===== config.mk =====
export PLATFORM = sky130hd
export DESIGN_NAME = button_conditioner
export DESIGN_NICKNAME = d
export VERILOG_FILES = /design/src/rtl/button_conditioner.sv
export SDC_FILE = /design/constraint.sdc
export NUM_CORES = 1
export LEC_CHECK = 0
export CORE_MARGIN = 2
export CORE_UTILIZATION = 55
export CTS_BUF_LIST = sky130_fd_sc_hd__clkbuf_8
export DETAILED_ROUTE_END_ITERATION = 8
export DONT_BUFFER_PORTS = 1
export PLACE_DENSITY = 0.7
export SLEW_MARGIN = 10
export SYNTH_ARGS = -nofsm -noshare
export SYNTH_HDL_FRONTEND = slang
export SYNTH_SLANG_ARGS = --single-unit
export TNS_END_PERCENT = 1

===== constraint.sdc =====
create_clock -name clk -period 3.2 [get_ports clk]
set_clock_uncertainty 0.2 [all_clocks]
set_input_delay 0.8 -clock clk [delete_from_list [all_inputs] [get_ports clk]]
set_output_delay 0.8 -clock clk [all_outputs]
set_load 0.02 [all_outputs]

===== src/rtl/button_conditioner.sv =====
// Five-channel push-button conditioner: 2-flop sync, debounce, press strobe.
// Define BTN_AUTOREPEAT_EN to add hold-to-repeat pulses per channel.

module button_lane #(
    parameter int DEBOUNCE_CYCLES = 1000000,
    parameter int REPEAT_DELAY    = 50000000,
    parameter int REPEAT_PERIOD   = 10000000
) (
    input  logic clk,
    input  logic rst_n,
    input  logic raw,
    output logic level,
    output logic pulse
);
    localparam int CW = $clog2(DEBOUNCE_CYCLES);

    typedef enum logic [1:0] {IDLE, PRESSED, HOLD_WAIT, REPEAT} state_t;

    logic          sync1, sync2, diff_q;
    logic [CW-1:0] cnt;
    logic          mismatch, toggle, rise, fall;
    state_t        state_q, state_d;
    logic          pulse_d;

    assign mismatch = sync2 ^ level;
    // diff_q makes a change qualify only after two consecutive mismatch samples
    assign toggle   = diff_q & mismatch & (cnt == CW'(DEBOUNCE_CYCLES - 1));
    assign rise     = toggle & ~level;
    assign fall     = toggle & level;

    always_ff @(posedge clk or negedge rst_n) begin
        if (!rst_n) begin
            sync1  <= 1'b0;
            sync2  <= 1'b0;
            diff_q <= 1'b0;
            cnt    <= '0;
            level  <= 1'b0;
        end else begin
            sync1 <= raw;
            sync2 <= sync1;
            if (toggle) begin
                level  <= ~level;
                cnt    <= '0;
                diff_q <= 1'b0;
            end else begin
                diff_q <= mismatch;
                if (diff_q && mismatch) cnt <= cnt + 1'b1;
                else                    cnt <= '0;
            end
        end
    end

`ifdef BTN_AUTOREPEAT_EN
    localparam int TMAX = (REPEAT_DELAY > REPEAT_PERIOD) ? REPEAT_DELAY : REPEAT_PERIOD;
    localparam int TW   = $clog2(TMAX + 1);

    logic [TW-1:0] tmr_q, tmr_d;

    always_ff @(posedge clk or negedge rst_n) begin
        if (!rst_n) tmr_q <= '0;
        else        tmr_q <= tmr_d;
    end
`endif

    always_comb begin
        state_d = state_q;
        pulse_d = 1'b0;
`ifdef BTN_AUTOREPEAT_EN
        tmr_d   = tmr_q + 1'b1;
`endif
        case (state_q)
            IDLE: begin
`ifdef BTN_AUTOREPEAT_EN
                tmr_d = '0;
`endif
                if (rise) begin
                    state_d = PRESSED;
                    pulse_d = 1'b1;
                end
            end
            PRESSED: state_d = HOLD_WAIT;
            HOLD_WAIT: begin
                if (fall) state_d = IDLE;
`ifdef BTN_AUTOREPEAT_EN
                else if (tmr_q == TW'(REPEAT_DELAY - 1)) begin
                    state_d = REPEAT;
                    pulse_d = 1'b1;
                    tmr_d   = '0;
                end
`endif
            end
            REPEAT: begin
                if (fall) state_d = IDLE;
`ifdef BTN_AUTOREPEAT_EN
                else if (tmr_q == TW'(REPEAT_PERIOD - 1)) begin
                    pulse_d = 1'b1;
                    tmr_d   = '0;
                end
`endif
            end
            default: state_d = IDLE;
        endcase
    end

    always_ff @(posedge clk or negedge rst_n) begin
        if (!rst_n) begin
            state_q <= IDLE;
            pulse   <= 1'b0;
        end else begin
            state_q <= state_d;
            pulse   <= pulse_d;
        end
    end
endmodule

module button_conditioner #(
    parameter int DEBOUNCE_CYCLES = 1000000,
    parameter int REPEAT_DELAY    = 50000000,
    parameter int REPEAT_PERIOD   = 10000000
) (
    input  logic       clk,
    input  logic       rst_n,
    input  logic [4:0] btn_raw,
    output logic [4:0] btn_level,
    output logic [4:0] btn_pulse
);
    localparam int NUM_LANES = 5;

    if (DEBOUNCE_CYCLES < 2 || REPEAT_DELAY < 2 || REPEAT_PERIOD < 1) begin : g_cfg_check
        $error("button_conditioner: illegal timing parameters");
    end

    for (genvar g = 0; g < NUM_LANES; g++) begin : g_lane
        button_lane #(
            .DEBOUNCE_CYCLES(DEBOUNCE_CYCLES),
            .REPEAT_DELAY   (REPEAT_DELAY),
            .REPEAT_PERIOD  (REPEAT_PERIOD)
        ) u_lane (
            .clk  (clk),
            .rst_n(rst_n),
            .raw  (btn_raw[g]),
            .level(btn_level[g]),
            .pulse(btn_pulse[g])
        );
    end
endmodule


==> flow_metrics.py, run 1 <==
metrics = {
    "run_status": {
        "status": "finished, violations left",
        "violations": "hold timing",
    },
    "timing": {
        "maxSlewHeadroom": 0.556,
        "setup_tns_ns": 0,
        "tightest_slew_ns": 0.666,
        "max_freq_mhz": 393,
        "period_needed_ns": 2.55,
        "fin_crit_sh": 0.796,
        "final_max_slew_viol_count": 0,
        "finalSetupViolCount": 0,
        "timing.hold.ws_ns": -0.155,
        "hold_viol_final": 135,
        "rsz0062_at_grt": "false",
    },
    "power_and_ir_drop": {
        "power.static_leakage_nw": 2.69,
        "total_power_mw": 3.22,
        "peakVddDrop_v": 0.000321,
        "p_per_area_nw_per_um2": 468,
    },
    "worst_setup_path": {
        "endpoint_kind": "register",
        "cp-start-kind": "register",
        "cp.arrival_ns": 2.68,
        "cp_slowest_cell": "or4_1",
        "worst-r2r-cell-count": 6,
        "reg2reg_slack_ns": 0.65,
        "regToRegEndpoint": "g_lane[4].u_lane.cnt[10]",
        "path_cells": "ha_1 > nand4_1 > or4_1 > o211ai_2 > buf_4 > nor2_1",
        "slowest_delay_ns": 0.65,
        "cp.buffers_inverters": 1,
        "required_ns": 3.33,
        "worstPathMaxFanout": 10,
        "r2r-start": "g_lane[4].u_lane.cnt[0]",
        "crit_type": "register to register",
        "crit_family": "simple AND/OR/NAND/NOR gates",
    },
    "logic_synthesis": {
        "synthArstFlopShare": 1.00,
        "avgSynthCellArea_um2": 10.0,
        "synthCells": 640,
        "syn_area_um2": 6410,
        "synth_edf_count": 0,
        "synth_ff_type": "dfrtp_1",
        "syn_nets": 652,
        "ys_warn_count": 0,
        "ys_seq_area_frac": 0.527,
        "synth-seq-cells": 135,
        "synth.distinct_cells": 45,
    },
    "floorplan": {
        "pin_count": 17,
        "core_area_um2": 11400,
        "start_util": 0.562,
        "dieArea_um2": 12500,
        "dieHeight_um": 112,
        "chipWidth_um": 112,
        "rows": 39,
    },
    "layout": {
        "mostFrequentLayoutCells": "dfrtp_1, nor2_1, xnor2_1, nand2_1",
        "fillerInstances": 970,
        "fin_util": 0.604,
        "drive_gt1_frac": 0.0630,
        "nNetsFinal": 651,
        "final_cells": 794,
        "syn_to_final_growth_pct": 7.49,
        "layout_commonest_cell": "dfrtp_1",
        "diodes": 0,
    },
    "clocking": {
        "clock_sinks": 135,
        "numCtsBuffers": 17,
        "cts_root_buf": "clkbuf_8",
        "post_cts_buffers": 0,
        "clk_pin_slew_ns": 0.07,
        "htreeDepth": 4,
        "clk_latency_ns": 0.45,
        "cts_tree": "yes",
        "clock_path_buffers": 2,
    },
    "run": {
        "cap_violations": 0,
    },
    "grt": {
        "track_usage": 0.201,
        "grt_max_degree": 136,
        "grt_pass1_wl_um": 20400,
        "grt-ovfl-total": 0,
        "grt_pass1_vias": 4520,
        "antenna_found_initial": 0,
    },
    "route": {
        "ant_nets": 0,
        "wl_per_cell_um": 14.6,
        "remaining_drc_errors": 0,
        "drt_iter0_drc": 329,
        "vias": 4594,
        "firstDrtPassIters": 5,
        "routed_wirelength_um": 11600,
        "vias_per_cell": 5.79,
    },
    "placement": {
        "dp.cells": 763,
        "place.gp.congestion": 0.833,
        "hpwl_um": 7680,
        "io_buffer_count": 0,
    },
    "min_path": {
        "hold_class": "input port to async pin",
    },
}
## metal layers
metal | vias up | global-route usage | wire [um]
met5 | - | 0 | 0
met4 | 0 | 0.0919 | 119
met3 | 12 | 0.0528 | 454
met2 | 75 | 0.303 | 5420
met1 | 2226 | 0.275 | 5570
li1 | 2281 | - | -
## state kept, by name, indices dropped and copies added, names as in the netlist
name / cells
g_lane.u_lane.state_q: 10
g_lane.u_lane.pulse: 5
g_lane.u_lane.level: 5
g_lane.u_lane.cnt: 100
g_lane.u_lane.sync1: 5
g_lane.u_lane.diff_q: 5
g_lane.u_lane.sync2: 5
## metrics by stage
step,hold WS [ns],worst slack [ns],area (um^2)
after floorplan,0.131,0.916,6410
after global placement,0.134,0.792,6480
after detailed placement,0.139,0.658,6480
after CTS,-0.186,0.661,6890
after global routing,-0.193,0.494,6890
final,-0.155,0.654,6890
## report_power, final
group	internal, mW	switching (mW)
clock	0.817	0.630
combinational	0.0143	0.0276
sequential	1.72	0.0145
## cell usage after synthesis (2+ instances only)
cell	number	area, um^2
a21oi_1	27	135
a31oi_1	5	31.3
and2_1	3	18.8
and3_1	8	50.1
and4_1	9	78.8
and4b_1	4	40.0
buf_4	12	90.1
clkbuf_1	10	37.5
clkbuf_2	2	10.0
dfrtp_1	135	3380
ha_1	5	62.6
inv_1	21	78.8
mux2_2	4	45.0
nand2_1	39	146
nand3_1	31	155
nand3b_1	3	22.5
nand4_1	31	194
nand4bb_1	2	22.5
nor2_1	93	349
nor3_1	18	90.1
nor4_1	13	81.3
nor4b_1	7	61.3
nor4bb_1	2	20.0
o211ai_1	2	15.0
o21a_1	3	22.5
o21ai_0	21	105
o22ai_1	3	18.8
o31a_1	3	26.3
o31ai_1	7	52.6
or3_1	21	131
or4_1	14	105
or4b_1	2	20.0
xnor2_1	45	394
xor2_1	24	210
## what timing repair did
item,4_1_cts,5_1_grt
hold endpoints to repair,135,135
setup endpoints to repair,0,0
gates resized for setup,0,0
## final cells by class
| cell class | count | area (um^2) | area share |
|---|---|---|---|
| clock inverter | 11 | 134 | 0.0194 |
| tap | 143 | 179 | 0.0260 |
| sequential | 135 | 3380 | 0.490 |
| multi-input combinational | 460 | 2820 | 0.409 |
| timing repair buffer | 4 | 30.0 | 0.00436 |
| clock buffer | 20 | 275 | 0.0399 |
| inverter | 21 | 78.8 | 0.0114 |
## worst max path at each step
stage / startpoint / slack [ns] / cells after the start / end
after CTS: g_lane[4].u_lane.cnt[0] / 0.66 / 6 / g_lane[4].u_lane.cnt[17]
after detailed placement: g_lane[4].u_lane.cnt[0] / 0.66 / 6 / g_lane[4].u_lane.cnt[17]
after floorplan: g_lane[3].u_lane.cnt[6] / 0.92 / 4 / g_lane[3].u_lane.state_q[0]
final: g_lane[4].u_lane.cnt[0] / 0.65 / 6 / g_lane[4].u_lane.cnt[10]
after global placement: g_lane[4].u_lane.cnt[0] / 0.79 / 6 / g_lane[4].u_lane.cnt[17]
after global routing: g_lane[4].u_lane.cnt[0] / 0.49 / 6 / g_lane[4].u_lane.cnt[17]
## cells by family after synthesis
family	share of synthesized area
mux	0.00702
simple gates	0.255
compound gates	0.0739
flops	0.527
fa+ha+maj	0.00975
buf+inv	0.0338
xor+xnor	0.0942
Note: power is estimated with default switching activity, not from simulation.
==> run 2, diff against run 1 <==
clock period = 2.5 ns   (was 3.2 ns; I/O delays follow)
==> run 2 against run 1 <==
The flow still finishes with violations (hold timing). Combinational power is 51% higher. Clock-buffer cell count is 3 lower. Via count rose by 1.3%. Clock power rose by 39%. Power rose by 33%. Final cell count is 1.3% higher. Sequential share of layout area decreased by 0.92 points. Sequential cell count did not move. Wire length down 1.3%. Critical path depth is 2 lower. Largest cell class unchanged.
==> flow_metrics.py, run 2 (synthesis results as in run 1) <==
metrics = {
    "grt": {
        "grt-ovfl-total": 0,
        "grt_pass1_vias": 4560,
        "grt_max_degree": 136,
        "use_met3": 0.0523,
        "grtUsageMet2": 0.320,
        "track_usage": 0.199,
        "grt_pass1_wl_um": 20400,
        "use_met1": 0.266,
        "antenna_found_initial": 0,
        "busiest_layer": "met2",
    },
    "timing": {
        "tightest_slew_ns": 0.539,
        "fin_crit_sh": 0.954,
        "finalSetupViolCount": 0,
        "period_needed_ns": 2.39,
        "setup_tns_ns": 0,
        "maxSlewHeadroom": 0.636,
        "rsz0062_at_grt": "false",
        "final_max_slew_viol_count": 0,
        "hold_viol_final": 135,
        "max_freq_mhz": 419,
        "timing.hold.ws_ns": -0.319,
    },
    "layout": {
        "fillerInstances": 949,
        "multi_input_area_um2": 2820,
        "layout_commonest_cell": "dfrtp_1",
        "largest_register_ffs": 100,
        "final_cells": 804,
        "seqCellArea_um2": 3380,
        "largest_registers": "g_lane.u_lane.cnt x100, g_lane.u_lane.state_q x10",
        "fin_util": 0.615,
        "top_register": "g_lane.u_lane.cnt",
        "diodes": 0,
        "drive_gt1_frac": 0.0741,
        "syn_to_final_growth_pct": 9.54,
        "mostFrequentLayoutCells": "dfrtp_1, nor2_1, xnor2_1, nand2_1",
        "nNetsFinal": 660,
    },
    "floorplan": {
        "start_util": 0.562,
        "dieArea_um2": 12500,
        "core_area_um2": 11400,
        "chipWidth_um": 112,
        "pin_count": 17,
        "dieHeight_um": 112,
        "rows": 39,
    },
    "clocking": {
        "cts_root_buf": "clkbuf_8",
        "cts_hold_buf": 5,
        "htreeDepth": 4,
        "clock_sinks": 135,
        "clock_path_buffers": 2,
        "cts_tree": "yes",
        "clk_latency_ns": 0.44,
        "clk_pin_slew_ns": 0.08,
        "numCtsBuffers": 17,
        "post_cts_buffers": 0,
    },
    "power_and_ir_drop": {
        "power_frac_comb": 0.015,
        "p_seq_frac": 0.517,
        "p_int_mw": 3.40,
        "p_sw_frac": 0.208,
        "p_switching_mw": 0.891,
        "peakVddDrop_v": 0.000672,
        "p_per_area_nw_per_um2": 611,
        "power.static_leakage_nw": 2.73,
        "clkPwrFrac": 0.468,
    },
    "run_status": {
        "violations": "hold timing",
        "status": "finished, violations left",
    },
    "route": {
        "routed_wirelength_um": 11400,
        "wl_per_cell_um": 14.2,
        "ant_nets": 0,
        "firstDrtPassIters": 4,
        "drt_iter0_drc": 238,
        "vias_per_cell": 5.79,
        "remaining_drc_errors": 0,
        "vias": 4652,
    },
    "worst_setup_path": {
        "required_ns": 2.64,
        "cp.arrival_ns": 2.53,
        "r2r-start": "g_lane[3].u_lane.cnt[6]",
        "endpoint_kind": "register",
        "worstPathMaxFanout": 6,
        "crit_start": "g_lane[3].u_lane.cnt[6]",
        "cp-start-kind": "register",
        "crit_type": "register to register",
    },
    "run": {
        "cap_violations": 0,
    },
    "min_path": {
        "hold_class": "input port to async pin",
    },
    "placement": {
        "io_buffer_count": 0,
        "dp.cells": 767,
        "place.gp.congestion": 0.839,
        "hpwl_um": 7590,
    },
}
run 2: final cells by class:
type                    count  share of cell area
well taps                 143              0.0255
clock inverters            15              0.0301
multi-input cells         460               0.402
inverters                  21              0.0112
clock buffers              17              0.0333
repair buffers             13              0.0175
flip-flops and latches    135               0.481
run 2: per-stage QoR:
step / power (mW) / hold slack (ns) / instance area [um^2] / setup slack, ns
final: 4.29 / -0.319 / 7030 / 0.114
after global placement: 2.32 / 0.131 / 6530 / 0.179
after detailed placement: 2.32 / 0.133 / 6530 / 0.127
after CTS: 4.34 / -0.357 / 7020 / 0.110
after global routing: 4.44 / -0.359 / 7030 / 0.0232
after floorplan: 2.30 / 0.129 / 6410 / 0.216
run 2: path summary, 6_finish.rpt:
| check | to | slack, ns | cells past startpoint |
|---|---|---|---|
| worst max-delay path | g_lane[3].u_lane.state_q[0] | 0.11 | 4 |
| worst max register to register | g_lane[3].u_lane.state_q[0] | 0.11 | 4 |
| worst min register to register | g_lane[2].u_lane.sync2 | 0.15 | 0 |
| worst min-delay path | g_lane[1].u_lane.sync2 | -0.32 | 0 |
| min in group clk | g_lane[2].u_lane.sync2 | 0.15 | 0 |
| max in group asynchronous | g_lane[4].u_lane.state_q[0] | 2.20 | 0 |
run 2: timing repair:
item | in CTS | in global routing
gates resized for setup | 0 | 1
endpoints found under the setup margin | 0 | 1
hold endpoints to repair | 140 | 135
run 2: power by group through the flow:
| stage | logic [mW] | registers (mW) | clock network (mW) |
|---|---|---|---|
| 2_1_floorplan | 0.0412 | 2.26 | 0 |
| 3_3_place_gp | 0.0559 | 2.26 | 0 |
| 3_5_place_dp | 0.0575 | 2.26 | 0 |
| 4_1_cts | 0.0639 | 2.22 | 2.06 |
| 5_1_grt | 0.0712 | 2.22 | 2.14 |
| 6_report | 0.0631 | 2.22 | 2.01 |
run 2: critical path, stage by stage (launching register included):
cell	delay (ns)
dfrtp_1	0.44
or4b_1	0.54
or4_4	0.57
o311a_1	0.36
a31o_1	0.18
run 2: routing by layer:
layer | wire length (um) | up-vias | part of all wire
li1 | - | 2294 | -
met1 | 5520 | 2288 | 0.48
met2 | 5400 | 59 | 0.47
met4 | 114 | 0 | 0.010
met5 | 0 | - | 0
met3 | 386 | 11 | 0.034
